[src/rtl/axi4_id_tracker_if.sv]
// Handshake bundle for the AXI4 ID tracker: read/write request ports,
// the shared downstream issue port and the response retire strobe.
interface axi4_id_tracker_if;
  logic       rd_req_valid;
  logic       rd_req_ready;
  logic [3:0] rd_req_id;
  logic       wr_req_valid;
  logic       wr_req_ready;
  logic [3:0] wr_req_id;
  logic       out_valid;
  logic       out_ready;
  logic [3:0] out_id;
  logic       out_is_write;
  logic       rsp_valid;
  logic       rsp_last;
  logic       rsp_is_write;
  logic [3:0] rsp_id;

  // Tracker side.
  modport slave (
    input  rd_req_valid, rd_req_id, wr_req_valid, wr_req_id, out_ready,
           rsp_valid, rsp_last, rsp_is_write, rsp_id,
    output rd_req_ready, wr_req_ready, out_valid, out_id, out_is_write
  );

  // Requester / downstream / responder side.
  modport master (
    output rd_req_valid, rd_req_id, wr_req_valid, wr_req_id, out_ready,
           rsp_valid, rsp_last, rsp_is_write, rsp_id,
    input  rd_req_ready, wr_req_ready, out_valid, out_id, out_is_write
  );
endinterface

[src/rtl/axi4_id_tracker.sv]
// AXI4 outstanding-transaction tracker. Counts in-flight transactions per
// (direction, ID) and in total, admits new requests through a round-robin
// read/write arbiter into a one-entry issue register, retires on the last
// response beat, and flags illegal IDs and orphan responses.
module axi4_id_tracker #(
  parameter int NUM_IDS    = 8,
  parameter int MAX_PER_ID = 4,
  parameter int MAX_TOTAL  = 16
) (
  input  logic               clock,
  input  logic               reset_n,
  axi4_id_tracker_if.slave   bus,
  input  logic               err_clear,
  output logic               err_illegal_id,
  output logic               err_orphan_rsp,
  output logic [4:0]         outstanding_total,
  output logic               busy
);

  localparam int              CW        = $clog2(MAX_PER_ID + 1);
  localparam logic [CW-1:0]   CNT_MAX   = CW'(MAX_PER_ID);
  localparam logic [CW-1:0]   CNT_ONE   = CW'(1);
  localparam logic [4:0]      TOTAL_MAX = 5'(MAX_TOTAL);
  localparam logic [4:0]      ID_LIMIT  = 5'(NUM_IDS);

  logic [CW-1:0] rd_cnt [NUM_IDS];
  logic [CW-1:0] wr_cnt [NUM_IDS];
  logic [4:0]    total_q;
  logic          prio_wr_q;
  logic          out_valid_q;
  logic [3:0]    out_id_q;
  logic          out_is_write_q;
  logic          err_illegal_q;
  logic          err_orphan_q;

  logic [CW-1:0]      rd_cnt_sel, wr_cnt_sel, rsp_cnt_sel;
  logic [NUM_IDS-1:0] rd_inc, rd_dec, wr_inc, wr_dec;

  logic rd_legal, wr_legal, rsp_legal;
  logic slot_free, room;
  logic rd_open, wr_open, rd_elig, wr_elig;
  logic rd_grant, wr_grant, rd_take, wr_take;
  logic rsp_fire, retire, orphan, illegal_drop;

  // Legality and admission room come from registered state only, so a
  // same-cycle retire never unblocks a same-cycle request.
  assign rd_legal  = {1'b0, bus.rd_req_id} < ID_LIMIT;
  assign wr_legal  = {1'b0, bus.wr_req_id} < ID_LIMIT;
  assign rsp_legal = {1'b0, bus.rsp_id}    < ID_LIMIT;
  assign slot_free = !out_valid_q || bus.out_ready;
  assign room      = (total_q < TOTAL_MAX) && slot_free;

  // Illegal IDs are dropped without touching the slot or counters, so they
  // are always admissible.
  assign rd_open  = !rd_legal || ((rd_cnt_sel < CNT_MAX) && room);
  assign wr_open  = !wr_legal || ((wr_cnt_sel < CNT_MAX) && room);
  assign rd_elig  = bus.rd_req_valid && rd_open;
  assign wr_elig  = bus.wr_req_valid && wr_open;
  assign rd_grant = rd_elig && (!prio_wr_q || !wr_elig);
  assign wr_grant = wr_elig && ( prio_wr_q || !rd_elig);
  assign rd_take  = rd_grant && rd_legal;
  assign wr_take  = wr_grant && wr_legal;

  // Each ready looks at its own ID and the other side's valid, never at its own valid.
  assign bus.rd_req_ready = reset_n && rd_open && (!prio_wr_q || !wr_elig);
  assign bus.wr_req_ready = reset_n && wr_open && ( prio_wr_q || !rd_elig);

  assign rsp_fire     = bus.rsp_valid && bus.rsp_last;
  assign retire       = rsp_fire && rsp_legal && (rsp_cnt_sel != '0);
  assign orphan       = rsp_fire && !retire;
  assign illegal_drop = (rd_grant && !rd_legal) || (wr_grant && !wr_legal);

  // Select the counters addressed by this cycle's IDs and form per-ID up/down strobes.
  always_comb begin
    // NOTE: every output of a combinational block gets a default first, so no path leaves it unassigned and no latch is inferred.
    rd_cnt_sel  = '0;
    wr_cnt_sel  = '0;
    rsp_cnt_sel = '0;
    rd_inc      = '0;
    rd_dec      = '0;
    wr_inc      = '0;
    wr_dec      = '0;
    for (int i = 0; i < NUM_IDS; i++) begin
      if (bus.rd_req_id == 4'(i)) rd_cnt_sel = rd_cnt[i];
      if (bus.wr_req_id == 4'(i)) wr_cnt_sel = wr_cnt[i];
      if (bus.rsp_id == 4'(i))    rsp_cnt_sel = bus.rsp_is_write ? wr_cnt[i] : rd_cnt[i];
      rd_inc[i] = rd_take && (bus.rd_req_id == 4'(i));
      wr_inc[i] = wr_take && (bus.wr_req_id == 4'(i));
      rd_dec[i] = retire && !bus.rsp_is_write && (bus.rsp_id == 4'(i));
      wr_dec[i] = retire &&  bus.rsp_is_write && (bus.rsp_id == 4'(i));
    end
  end

  // Per-(direction, ID) counters; a grant and a retire on the same counter cancel.
  always_ff @(posedge clock or negedge reset_n) begin
    if (!reset_n) begin
      // NOTE: these counters are plain flops rather than a RAM, so they must clear on reset like any other state.
      for (int i = 0; i < NUM_IDS; i++) begin
        rd_cnt[i] <= '0;
        wr_cnt[i] <= '0;
      end
    end else begin
      for (int i = 0; i < NUM_IDS; i++) begin
        // NOTE: sequential state uses non-blocking assignment so every flop samples pre-edge values.
        if (rd_inc[i] && !rd_dec[i])      rd_cnt[i] <= rd_cnt[i] + CNT_ONE;
        else if (rd_dec[i] && !rd_inc[i]) rd_cnt[i] <= rd_cnt[i] - CNT_ONE;
        if (wr_inc[i] && !wr_dec[i])      wr_cnt[i] <= wr_cnt[i] + CNT_ONE;
        else if (wr_dec[i] && !wr_inc[i]) wr_cnt[i] <= wr_cnt[i] - CNT_ONE;
      end
    end
  end

  // Total outstanding count, netting a same-cycle admit and retire.
  always_ff @(posedge clock or negedge reset_n) begin
    if (!reset_n) begin
      total_q <= '0;
    end else begin
      case ({rd_take || wr_take, retire})
        2'b10:   total_q <= total_q + 5'd1;
        2'b01:   total_q <= total_q - 5'd1;
        default: total_q <= total_q;
      endcase
    end
  end

  // One-entry issue register plus the round-robin pointer (flips after any grant, dropped ones included).
  always_ff @(posedge clock or negedge reset_n) begin
    if (!reset_n) begin
      out_valid_q    <= 1'b0;
      out_id_q       <= '0;
      out_is_write_q <= 1'b0;
      prio_wr_q      <= 1'b0;
    end else begin
      if (rd_take) begin
        out_valid_q    <= 1'b1;
        out_id_q       <= bus.rd_req_id;
        out_is_write_q <= 1'b0;
      end else if (wr_take) begin
        out_valid_q    <= 1'b1;
        out_id_q       <= bus.wr_req_id;
        out_is_write_q <= 1'b1;
      end else if (bus.out_ready) begin
        out_valid_q    <= 1'b0;
      end
      if (rd_grant)      prio_wr_q <= 1'b1;
      else if (wr_grant) prio_wr_q <= 1'b0;
    end
  end

  // Sticky error flags; a new error in the clearing cycle keeps the flag set.
  always_ff @(posedge clock or negedge reset_n) begin
    if (!reset_n) begin
      err_illegal_q <= 1'b0;
      err_orphan_q  <= 1'b0;
    end else begin
      if (illegal_drop)   err_illegal_q <= 1'b1;
      else if (err_clear) err_illegal_q <= 1'b0;
      if (orphan)         err_orphan_q  <= 1'b1;
      else if (err_clear) err_orphan_q  <= 1'b0;
    end
  end

  assign bus.out_valid     = out_valid_q;
  assign bus.out_id        = out_id_q;
  assign bus.out_is_write  = out_is_write_q;
  assign err_illegal_id    = err_illegal_q;
  assign err_orphan_rsp    = err_orphan_q;
  assign outstanding_total = total_q;
  assign busy              = (total_q != '0) || out_valid_q;

endmodule

[src/flat_wrapper.sv]
// flat-port wrapper written by rule: the top's interface ports become plain ports
module axi4_id_tracker_flat 
#(
  parameter int NUM_IDS    = 8,
  parameter int MAX_PER_ID = 4,
  parameter int MAX_TOTAL  = 16
)
  (clock, reset_n, err_clear, err_illegal_id, err_orphan_rsp, outstanding_total, busy, bus_rd_req_valid, bus_rd_req_id, bus_wr_req_valid, bus_wr_req_id, bus_out_ready, bus_rsp_valid, bus_rsp_last, bus_rsp_is_write, bus_rsp_id, bus_rd_req_ready, bus_wr_req_ready, bus_out_valid, bus_out_id, bus_out_is_write);
  axi4_id_tracker_if bus_i ();
  input  logic clock;
  input  logic reset_n;
  input  logic err_clear;
  output logic err_illegal_id;
  output logic err_orphan_rsp;
  output logic [4:0] outstanding_total;
  output logic busy;
  input wire logic [$bits(bus_i.rd_req_valid)-1:0] bus_rd_req_valid;
  input wire logic [$bits(bus_i.rd_req_id)-1:0] bus_rd_req_id;
  input wire logic [$bits(bus_i.wr_req_valid)-1:0] bus_wr_req_valid;
  input wire logic [$bits(bus_i.wr_req_id)-1:0] bus_wr_req_id;
  input wire logic [$bits(bus_i.out_ready)-1:0] bus_out_ready;
  input wire logic [$bits(bus_i.rsp_valid)-1:0] bus_rsp_valid;
  input wire logic [$bits(bus_i.rsp_last)-1:0] bus_rsp_last;
  input wire logic [$bits(bus_i.rsp_is_write)-1:0] bus_rsp_is_write;
  input wire logic [$bits(bus_i.rsp_id)-1:0] bus_rsp_id;
  output wire logic [$bits(bus_i.rd_req_ready)-1:0] bus_rd_req_ready;
  output wire logic [$bits(bus_i.wr_req_ready)-1:0] bus_wr_req_ready;
  output wire logic [$bits(bus_i.out_valid)-1:0] bus_out_valid;
  output wire logic [$bits(bus_i.out_id)-1:0] bus_out_id;
  output wire logic [$bits(bus_i.out_is_write)-1:0] bus_out_is_write;
  assign bus_i.rd_req_valid = bus_rd_req_valid;
  assign bus_i.rd_req_id = bus_rd_req_id;
  assign bus_i.wr_req_valid = bus_wr_req_valid;
  assign bus_i.wr_req_id = bus_wr_req_id;
  assign bus_i.out_ready = bus_out_ready;
  assign bus_i.rsp_valid = bus_rsp_valid;
  assign bus_i.rsp_last = bus_rsp_last;
  assign bus_i.rsp_is_write = bus_rsp_is_write;
  assign bus_i.rsp_id = bus_rsp_id;
  assign bus_rd_req_ready = bus_i.rd_req_ready;
  assign bus_wr_req_ready = bus_i.wr_req_ready;
  assign bus_out_valid = bus_i.out_valid;
  assign bus_out_id = bus_i.out_id;
  assign bus_out_is_write = bus_i.out_is_write;
  axi4_id_tracker #(.NUM_IDS(NUM_IDS), .MAX_PER_ID(MAX_PER_ID), .MAX_TOTAL(MAX_TOTAL)) u_core (.clock(clock), .reset_n(reset_n), .bus(bus_i), .err_clear(err_clear), .err_illegal_id(err_illegal_id), .err_orphan_rsp(err_orphan_rsp), .outstanding_total(outstanding_total), .busy(busy));
endmodule
[config.mk]
export PLATFORM = sky130hd
export DESIGN_NAME = axi4_id_tracker_flat
export DESIGN_NICKNAME = d
export VERILOG_FILES = /design/src/rtl/axi4_id_tracker_if.sv /design/src/rtl/axi4_id_tracker.sv /design/src/flat_wrapper.sv
export SDC_FILE = /design/constraint.sdc
export NUM_CORES = 1
export LEC_CHECK = 0
export BUFFER_PORTS_ARGS = -buffer_cell sky130_fd_sc_hd__buf_4
export CORE_ASPECT_RATIO = 0.7
export CORE_UTILIZATION = 54
export DETAILED_ROUTE_END_ITERATION = 8
export PLACE_DENSITY = 0.76
export SLEW_MARGIN = 10
export SYNTH_ARGS = -nofsm -noshare
export SYNTH_HDL_FRONTEND = slang
export SYNTH_SLANG_ARGS = --single-unit
[constraint.sdc]
create_clock -name clock -period 2.9 [get_ports clock]
set_input_delay 0.145 -clock clock [delete_from_list [all_inputs] [get_ports clock]]
set_output_delay 0.145 -clock clock [all_outputs]
set_load 0.02 [all_outputs]
==> run_results.csv, run 1 <==
group,metric,value,unit
timing,period_needed,3.14,ns
timing,finalHoldViolCount,0,
logic_synthesis,yosysTopAreaCell,"dfrtp_1",
floorplan,row_count,26,
clocking,numCtsBuffers,9,
placement,dp_hpwl,8.43,mm
logic_synthesis,ys_types,62,
clocking,cts_root_buffer,"clkbuf_8",
timing,tightest_slew,0.440,ns
placement,port_buffers,36,
critical_path,endpoint_kind,"register",
critical_path,critPathLaunch,"u_core.rd_cnt[23]",
detailed_routing,first_iter_violations,263,
detailed_routing,totalWireLength,11.7,mm
global_routing,antenna_found_initial,0,
critical_path,reg2reg_from,"u_core.rd_cnt[23]",
power,p_leak,2.64,nW
detailed_routing,drc,0,
logic_synthesis,yosysMostFrequentCell,"dfrtp_1",
finish,final_cells,639,
power,power_switching_share,0.387,
timing,slew_viol_final,0,
floorplan,dieArea,7960,µm²
power,pwr-share-comb,0.502,
critical_path,cp.arrival,3.43,ns
critical_path,max_stage_delay,0.41,ns
global_routing,grt_pass1_vias,3601,
timing,rsz0062_at_grt,"yes",
clocking,cts.clk_slew.worst_paths,0.07,ns
power,powerDensity,804,nW/µm²
placement,dpl.cell_count,604,
critical_path,reg2reg_depth,13,
floorplan,coreArea,7320,µm²
power,power_frac_clock,0.145,
finish,fillerInstances,429,
detailed_routing,vias,3581,
critical_path,crit_end,"u_core.rd_cnt[8]",
clocking,cts_tree,"done",
timing,fin_worst_skew,0.00835,ns
global_routing,grt_pass1_wl,18.3,mm
timing,setup_viol,34,
placement,gp_congestion,0.919,
logic_synthesis,synth-warning-count,0,
job,cap_viol_max_count,0,
outcome,failed_checks,"negative setup slack",
logic_synthesis,synth_area,4100,µm²
logic_synthesis,ys_seq_elements,62,
clocking,clock_latency,0.36,ns
timing,fin_tns_setup,-3.97,ns
critical_path,crit_path_start_kind,"register",
power,ir_drop,0.471,mV
timing,setup_ws,-0.245,ns
clocking,cts.htree.levels,3,
finish,final_core_util,0.800,
logic_synthesis,synth_flop_cell,"dfrtp_1",
critical_path,cp_top_family,"simple AND/OR/NAND/NOR gates",
detailed_routing,wl_per_cell,18.3,µm
power,cell_internal_pwr,2.89,mW
detailed_routing,ant_nets,0,
power,switchingPower,1.82,mW
floorplan,num_io_pins,37,
logic_synthesis,synth_fp_nets,446,
finish,layout.nets,594,
critical_path,critPathSlowestCell,"dfrtp_1",
critical_path,r2r_end,"u_core.rd_cnt[8]",
timing,slew_headroom,0.705,
logic_synthesis,async_flop_share,1.00,
logic_synthesis,yosysSeqAreaShare,0.378,
logic_synthesis,netlist_top_cells_area,"dfrtp_1 (38%), fa_1 (8.3%), xor2_1 (7.3%), ha_1 (6.1%), mux2_2 (4.7%)",
global_routing,grt_overflow,0,
logic_synthesis,netlist_top_cells_count,"dfrtp_1 (62), nor2_1 (36), xor2_1 (34)",
critical_path,worst-path-buf-inv,2,
global_routing,grtUsageTotal,0.310,
finish,area_growth,42.7,%
critical_path,cp.depth,13,
power,finalPower,4.71,mW
power,pwr-share-seq,0.352,
finish,diodes,0,
floorplan,die_h,74.9,µm
finish,layout-drive-gt1-share,0.488,
global_routing,grt_max_degree,36,
timing,period_share,1.08,
critical_path,crit_type,"reg -> reg",
clocking,clockBufferDepth,2,
critical_path,regToRegSetupSlack,-0.24,ns
critical_path,path_cells,"or2_2 > a221oi_2 > o32ai_4 > nor3b_4 > buf_4 > nand3_4 > nor3b_4 > ha_2 > inv_1 > fa_1 > xor2_1 > nor2_1 > xor2_1",
logic_synthesis,syn_inst,388,
floorplan,die_x,106,µm
logic_synthesis,synth_edf_count,0,
timing,timing.fmax,0.318,GHz
critical_path,path_max_fanout,5,
detailed_routing,first_pass_iters,5,
outcome,outcome,"finished with violations",
floorplan,start_util,0.561,
logic_synthesis,synth_top_area_frac,0.378,
clocking,cts_sinks,62,
logic_synthesis,synth_area_per_cell,10.6,µm²
detailed_routing,vias_per_cell,5.60,
min_path,worstHoldPathType,"in -> reg",
critical_path,worstPathRequired,3.18,ns
[flip-flops by register name (all words and copies together) (netlist names)]
register / count
u_core.bus.out_is_write: 1
u_core.rd_cnt: 24
u_core.wr_cnt: 24
u_core.outstanding_total: 5
u_core.bus.out_id: 4
u_core.bus.out_valid: 1
u_core.prio_wr_q: 1
u_core.err_illegal_id: 1
u_core.err_orphan_rsp: 1
[cell families (layout without fill, tap and decap cells)]
logic type,Yosys count,count (layout),share of synthesized area
AND/OR/NAND/NOR,130,130,0.182
flip-flops,62,62,0.378
XOR/XNOR,53,53,0.113
AO/OA/AOI/OAI,43,43,0.0848
buffers and inverters,43,196,0.0427
adder cells (fa/ha/maj),37,37,0.144
multiplexers,20,20,0.0552
[power groups by stage]
stage	Sequential (mW)	Combinational [mW]	Clock (mW)
after floorplan	1.72	1.05	0
after global placement	1.61	2.05	0
after detailed placement	1.64	2.14	0
after CTS	1.64	2.28	0.690
after global routing	1.70	2.57	0.728
final	1.66	2.36	0.685
[area by class of cell]
type | count | area [µm²] | share of cell area
Clock inverter | 4 | 22.5 | 0.00385
Sequential cell | 62 | 1550 | 0.265
Inverter | 30 | 115 | 0.0197
Clock buffer | 12 | 145 | 0.0248
Multi-Input combinational cell | 283 | 2740 | 0.467
Timing Repair Buffer | 150 | 1160 | 0.198
Tap cell | 98 | 123 | 0.0209
[routing by layer]
metal,GRT usage,routed length (µm),vias to the layer above
met5,0,0,-
met4,0.108,317,0
met3,0.0641,770,37
met2,0.504,5400,138
met1,0.421,5230,1757
li1,-,-,1649
[through the flow]
step / hold WS [ns] / instance area (µm²) / setup WS [ns]
after global routing: 0.0490 / 5850 / -0.374
after CTS: 0.0496 / 5760 / -0.179
final: 0.0495 / 5850 / -0.245
after global placement: 0.112 / 5280 / -0.232
after detailed placement: 0.120 / 5280 / -0.309
after floorplan: -0.151 / 4230 / -0.0875
[layout by cell type, fill, tap and decap left out, types with 6 or more instances in the layout]
master    netlist  final
buf_4           2    143
dfrtp_1        62     61
xor2_1         34     33
nor2_1         36     31
inv_1          30     22
nand2_1        19     19
xnor2_1        19     19
mux2_2         17     14
fa_2            0     13
ha_2            0     13
clkbuf_8        0     10
nand3_1        10      7
nand4_1         7      7
inv_2           0      7
nor2b_1         8      6
nor4_1          7      6
[what timing repair did]
action                                 4_1_cts  5_1_grt
setup buffers                               12        7
endpoints found under the hold margin       32        0
pin swaps                                   46       30
hold buffers                                 1        0
setup endpoints to repair                   35       35
resized for setup                           48       13
[worst min path at each step]
| stage | start | endpoint | cells past startpoint |
|---|---|---|---|
| after CTS | bus_wr_req_id[3] | u_core.bus.out_is_write | 2 |
| after global routing | bus_wr_req_id[3] | u_core.bus.out_is_write | 2 |
| after detailed placement | reset_n | u_core.bus.out_id[0] | 1 |
| after floorplan | reset_n | u_core.bus.out_id[0] | 0 |
| after global placement | reset_n | u_core.bus.out_id[3] | 1 |
| final | bus_wr_req_id[3] | u_core.bus.out_is_write | 2 |
Power figures use the tool's default switching activity.
==> run 2, diff against run 1 <==
==> constraint.sdc (replaced) <==
create_clock -name clock -period 2.64 [get_ports clock]
set_input_delay 0.132 -clock clock [delete_from_list [all_inputs] [get_ports clock]]
set_output_delay 0.132 -clock clock [all_outputs]
set_load 0.02 [all_outputs]
==> run_results.csv, run 2 (synthesis gave the netlist of run 1 again) <==
group,metric,value,unit
outcome,outcome,"finished with violations",
global_routing,grt_max_degree,36,
detailed_routing,vias_per_cell,6.02,
global_routing,grtUsageTotal,0.330,
power,powerDensity,887,nW/µm²
floorplan,die_x,106,µm
clocking,cts_tree,"done",
finish,area_growth,55.5,%
detailed_routing,ant_nets,0,
detailed_routing,totalWireLength,15.1,mm
timing,tightest_slew,0.580,ns
placement,gp_congestion,0.942,
timing,finalHoldViolCount,0,
outcome,failed_checks,"negative setup slack",
finish,diodes,0,
power,p_leak,2.88,nW
floorplan,dieArea,7960,µm²
critical_path,crit_path_start_kind,"register",
timing,period_share,1.23,
floorplan,num_io_pins,37,
clocking,clockBufferDepth,2,
placement,port_buffers,36,
floorplan,die_h,74.9,µm
placement,dp_hpwl,8.53,mm
timing,fin_hold_ws,0.0737,ns
timing,rsz0062_at_grt,"yes",
floorplan,coreArea,7320,µm²
clocking,clock_latency,0.38,ns
power,finalPower,5.66,mW
global_routing,grt_pass1_vias,3919,
timing,timing.fmax,0.309,GHz
detailed_routing,vias,4095,
clocking,cts_root_buffer,"clkbuf_8",
floorplan,row_count,26,
detailed_routing,wl_per_cell,22.2,µm
min_path,worstHoldPathType,"in -> reg",
critical_path,cp.arrival,3.51,ns
finish,layout-drive-gt1-share,0.564,
min_path,holdPathStages,3,
timing,slew_headroom,0.608,
timing,slew_viol_final,0,
timing,setup_ws,-0.595,ns
critical_path,crit_type,"reg -> reg",
global_routing,grt_pass1_wl,19.6,mm
detailed_routing,first_pass_iters,5,
global_routing,grt_overflow,0,
finish,final_common_cell,"buf_4",
detailed_routing,drc,0,
critical_path,reg2reg_depth,13,
clocking,numCtsBuffers,9,
critical_path,worstPathRequired,2.91,ns
global_routing,antenna_found_initial,0,
clocking,cts.htree.levels,3,
finish,final_cell_mix,"buf_4 (178), dfrtp_1 (60), xor2_1 (34)",
timing,period_needed,3.24,ns
floorplan,start_util,0.561,
job,cap_viol_max_count,0,
critical_path,endpoint_kind,"register",
timing,fin_worst_skew,0.0262,ns
timing,setup_viol,40,
critical_path,path_max_fanout,4,
detailed_routing,first_iter_violations,449,
clocking,cts.clk_slew.worst_paths,0.07,ns
finish,layout.nets,635,
power,ir_drop,0.503,mV
clocking,cts_sinks,62,
run 2: cell count changes in the layout (fill, tap and decap cells not counted), moves of 4 or more:
cell / previous run / this run
inv_2: 7 / 16
ha_2: 13 / 8
buf_4: 143 / 178
fa_1: 4 / 0
buf_6: 5 / 11
inv_1: 22 / 13
fa_2: 13 / 17
ha_4: 5 / 11
run 2: final cells by class:
cell class / count / area, µm²
sequential: 62 / 1550
inverter: 30 / 115
timing repair buffer: 190 / 1470
multi-input combinational: 284 / 2950
tap: 98 / 123
clock buffer: 10 / 128
clock inverter: 6 / 38.8
fill: 325 / 940
run 2: path summary, 6_finish.rpt:
path / slack [ns] / startpoint / end
worst max-delay path: -0.60 / u_core.rd_cnt[2] / u_core.rd_cnt[5]
worst min-delay path: 0.07 / bus_rsp_last / u_core.err_orphan_rsp
worst max register to register: -0.60 / u_core.rd_cnt[2] / u_core.rd_cnt[5]
worst min register to register: 0.51 / u_core.err_orphan_rsp / u_core.err_orphan_rsp
max in group asynchronous: 1.56 / reset_n / u_core.bus.out_valid
min in group asynchronous: 0.26 / reset_n / u_core.rd_cnt[12]
run 2: critical path, cell delays in order (launching register included):
cell       delay (ns)
dfrtp_1          0.41
mux2_4           0.29
a2111oi_4        0.37
o32ai_4          0.18
nor3b_4          0.29
nand3_4          0.16
buf_6            0.17
nor3b_2          0.19
ha_2             0.23
inv_2            0.05
fa_2             0.35
xor2_1           0.16
nor2_1           0.15
xor2_1           0.16
run 2: routing by layer:
layer | up-vias | track usage | part of all wire | wire, µm
met4 | 0 | 0.157 | 0.054 | 817
met1 | 2023 | 0.409 | 0.39 | 5920
met3 | 88 | 0.0667 | 0.073 | 1100
met5 | - | 0 | 0 | 0
met2 | 245 | 0.566 | 0.48 | 7260
li1 | 1739 | - | - | -
run 2: timing repair:
action,in CTS,in global routing
hold endpoints to repair,32,0
setup endpoints to repair,36,40
cloned,1,0
hold buffers,1,0
buffers inserted,10,20
resized for setup,30,52
pin swaps,20,54
run 2: metrics by stage:
| step | area [µm²] | setup slack, ns | utilization | setup TNS [ns] | instances |
|---|---|---|---|---|---|
| 2_1_floorplan | 4340 | -0.306 | - | -4.61 | 388 |
| 3_3_place_gp | 5580 | -0.322 | 0.762 | -8.07 | 633 |
| 3_5_place_dp | 5580 | -0.490 | 0.762 | -10.85 | 633 |
| 4_1_cts | 6010 | -0.418 | 0.821 | -9.83 | 661 |
| 5_1_grt | 6380 | -0.722 | 0.872 | -18.57 | 680 |
| 6_report | 6380 | -0.595 | 0.872 | -15.02 | 680 |
run 2: power breakdown:
part           total (mW)  leakage (nW)  internal (mW)  switching (mW)
clock network       0.756        0.0820          0.337           0.420
logic                3.07          2.04           1.63            1.44
registers            1.83         0.758           1.40           0.435
total                5.66          2.88           3.36            2.30
==> run 3, diff against run 2 <==
==> constraint.sdc (replaced) <==
create_clock -name clock -period 2.64 [get_ports clock]
set_input_delay 0.132 -clock clock [delete_from_list [all_inputs] [get_ports clock]]
set_output_delay 0.132 -clock clock [all_outputs]
set_load 0.005 [all_outputs]
==> run_results.csv, run 3 (synthesis gave the netlist of run 1 again) <==
group,metric,value,unit
power,ir_drop,0.608,mV
placement,port_buffers,36,
timing,period_share,1.23,
detailed_routing,wl_per_cell,23.4,µm
critical_path,endpoint_kind,"register",
placement,dp_hpwl,8.48,mm
detailed_routing,totalWireLength,15.9,mm
finish,final_cell_mix,"buf_4 (182), dfrtp_1 (62), xor2_1 (33)",
finish,layout.nets,637,
floorplan,die_h,74.9,µm
clocking,cts.htree.levels,3,
outcome,failed_checks,"negative setup slack",
job,cap_viol_max_count,0,
detailed_routing,vias,4178,
floorplan,num_io_pins,37,
finish,finalInstanceArea,6460,µm²
placement,dpl.cell_count,637,
timing,fin_tns_setup,-15.08,ns
detailed_routing,first_pass_iters,5,
floorplan,row_count,26,
clocking,cts_sinks,62,
finish,final_common_cell,"buf_4",
global_routing,grtUsageTotal,0.368,
finish,area_growth,57.5,%
min_path,min_to,"u_core.err_orphan_rsp",
critical_path,path_max_fanout,5,
timing,setup_viol,41,
global_routing,antenna_found_initial,0,
finish,fillerInstances,296,
power,powerDensity,903,nW/µm²
clocking,cts_root_buffer,"clkbuf_8",
floorplan,dieArea,7960,µm²
finish,diodes,0,
min_path,min_from,"err_clear",
clocking,clockBufferDepth,2,
clocking,clock_latency,0.36,ns
timing,setup_ws,-0.609,ns
min_path,holdPathStages,3,
critical_path,worstPathRequired,2.92,ns
outcome,outcome,"finished with violations",
global_routing,grt_pass1_wl,21.2,mm
critical_path,crit_path_start_kind,"register",
timing,tightest_slew,0.498,ns
timing,fin_worst_skew,0.00720,ns
clocking,cts_tree,"done",
timing,finalHoldViolCount,0,
global_routing,grt_pass1_vias,4152,
floorplan,die_x,106,µm
finish,final_cells,682,
placement,post_dp_cell_area,5590,µm²
global_routing,grt_overflow,0,
detailed_routing,first_iter_violations,468,
finish,final_core_util,0.883,
critical_path,regToRegSetupSlack,-0.61,ns
critical_path,reg2reg_depth,12,
detailed_routing,vias_per_cell,6.13,
floorplan,coreArea,7320,µm²
timing,rsz0062_at_grt,"yes",
timing,slew_headroom,0.664,
floorplan,start_util,0.561,
timing,period_needed,3.25,ns
critical_path,cp.arrival,3.53,ns
clocking,numCtsBuffers,9,
power,p_leak,2.91,nW
global_routing,grt_max_degree,37,
critical_path,reg2reg_from,"u_core.rd_cnt[8]",
timing,slew_viol_final,0,
timing,timing.fmax,0.308,GHz
clocking,cts.clk_slew.worst_paths,0.07,ns
finish,seq_area,1550,µm²
detailed_routing,ant_nets,0,
finish,multi_input_comb_area,2930,µm²
critical_path,r2r_end,"u_core.rd_cnt[14]",
critical_path,crit_type,"reg -> reg",
min_path,worstHoldPathType,"in -> reg",
placement,gp_congestion,0.889,
finish,layout-drive-gt1-share,0.568,
detailed_routing,drc,0,
timing,fin_hold_ws,0.0742,ns
[run 3: cell types whose count changed in the layout (fill, tap and decap cells not counted), sizes merged]
cell	delta
a31oi	-1
clkbuf	+2
buf	+3
clkinv	-2
bufinv	+2
clkinvlp	-2
[run 3: critical path, stage by stage, from the launching register on]
cell and delay, ns:
dfrtp_1 0.41, mux2_4 0.30, a2111oi_4 0.35, o32ai_4 0.18, nor3b_4 0.31, and2_4 0.26
and3_4 0.20, ha_4 0.14, inv_2 0.04, fa_2 0.39, xor2_1 0.16, nor2_1 0.21
xor2_1 0.20
[run 3: layout make-up]
type | count | share of cell area
Sequential cell | 62 | 0.240
Timing Repair Buffer | 193 | 0.237
Clock inverter | 4 | 0.0108
Clock buffer | 12 | 0.0225
Multi-Input combinational cell | 283 | 0.453
Inverter | 30 | 0.0178
Tap cell | 98 | 0.0190
[run 3: report_power, final]
group | internal [mW] | switching (mW) | total [mW]
Clock | 0.555 | 0.412 | 0.967
Sequential | 1.40 | 0.408 | 1.80
Combinational | 1.67 | 1.39 | 3.07
[run 3: how the worst max path moves through the flow]
stage	depth (start not counted)	startpoint	slack, ns	endpoint
floorplan	16	u_core.rd_cnt[8]	-0.31	u_core.outstanding_total[4]
global placement	15	u_core.rd_cnt[2]	-0.34	u_core.outstanding_total[4]
detailed placement	12	u_core.rd_cnt[23]	-0.46	u_core.rd_cnt[5]
CTS	15	u_core.rd_cnt[2]	-0.39	u_core.outstanding_total[4]
global route	13	u_core.rd_cnt[23]	-0.73	u_core.rd_cnt[11]
finish	12	u_core.rd_cnt[8]	-0.61	u_core.rd_cnt[14]
[run 3: repair_timing]
action | CTS | global route
gates resized for setup | 58 | 31
gates cloned | 1 | 0
pin swaps | 58 | 51
buffers inserted | 22 | 10
hold endpoints to repair | 26 | 0
setup endpoints to repair | 36 | 39
hold buffers | 1 | 0
[run 3: per-stage QoR]
stage / power [mW] / setup WS [ns]
2_1_floorplan: 3.00 / -0.307
3_3_place_gp: 4.13 / -0.335
3_5_place_dp: 4.29 / -0.460
4_1_cts: 5.46 / -0.395
5_1_grt: 6.10 / -0.727
6_report: 5.84 / -0.609
[run 3: metal layers]
metal | global-route usage | vias up | wire length (µm)
met1 | 0.446 | 2043 | 5900
met4 | 0.208 | 0 | 967
li1 | - | 1731 | -
met5 | 0 | - | 0
met3 | 0.0823 | 106 | 1520
met2 | 0.624 | 298 | 7550
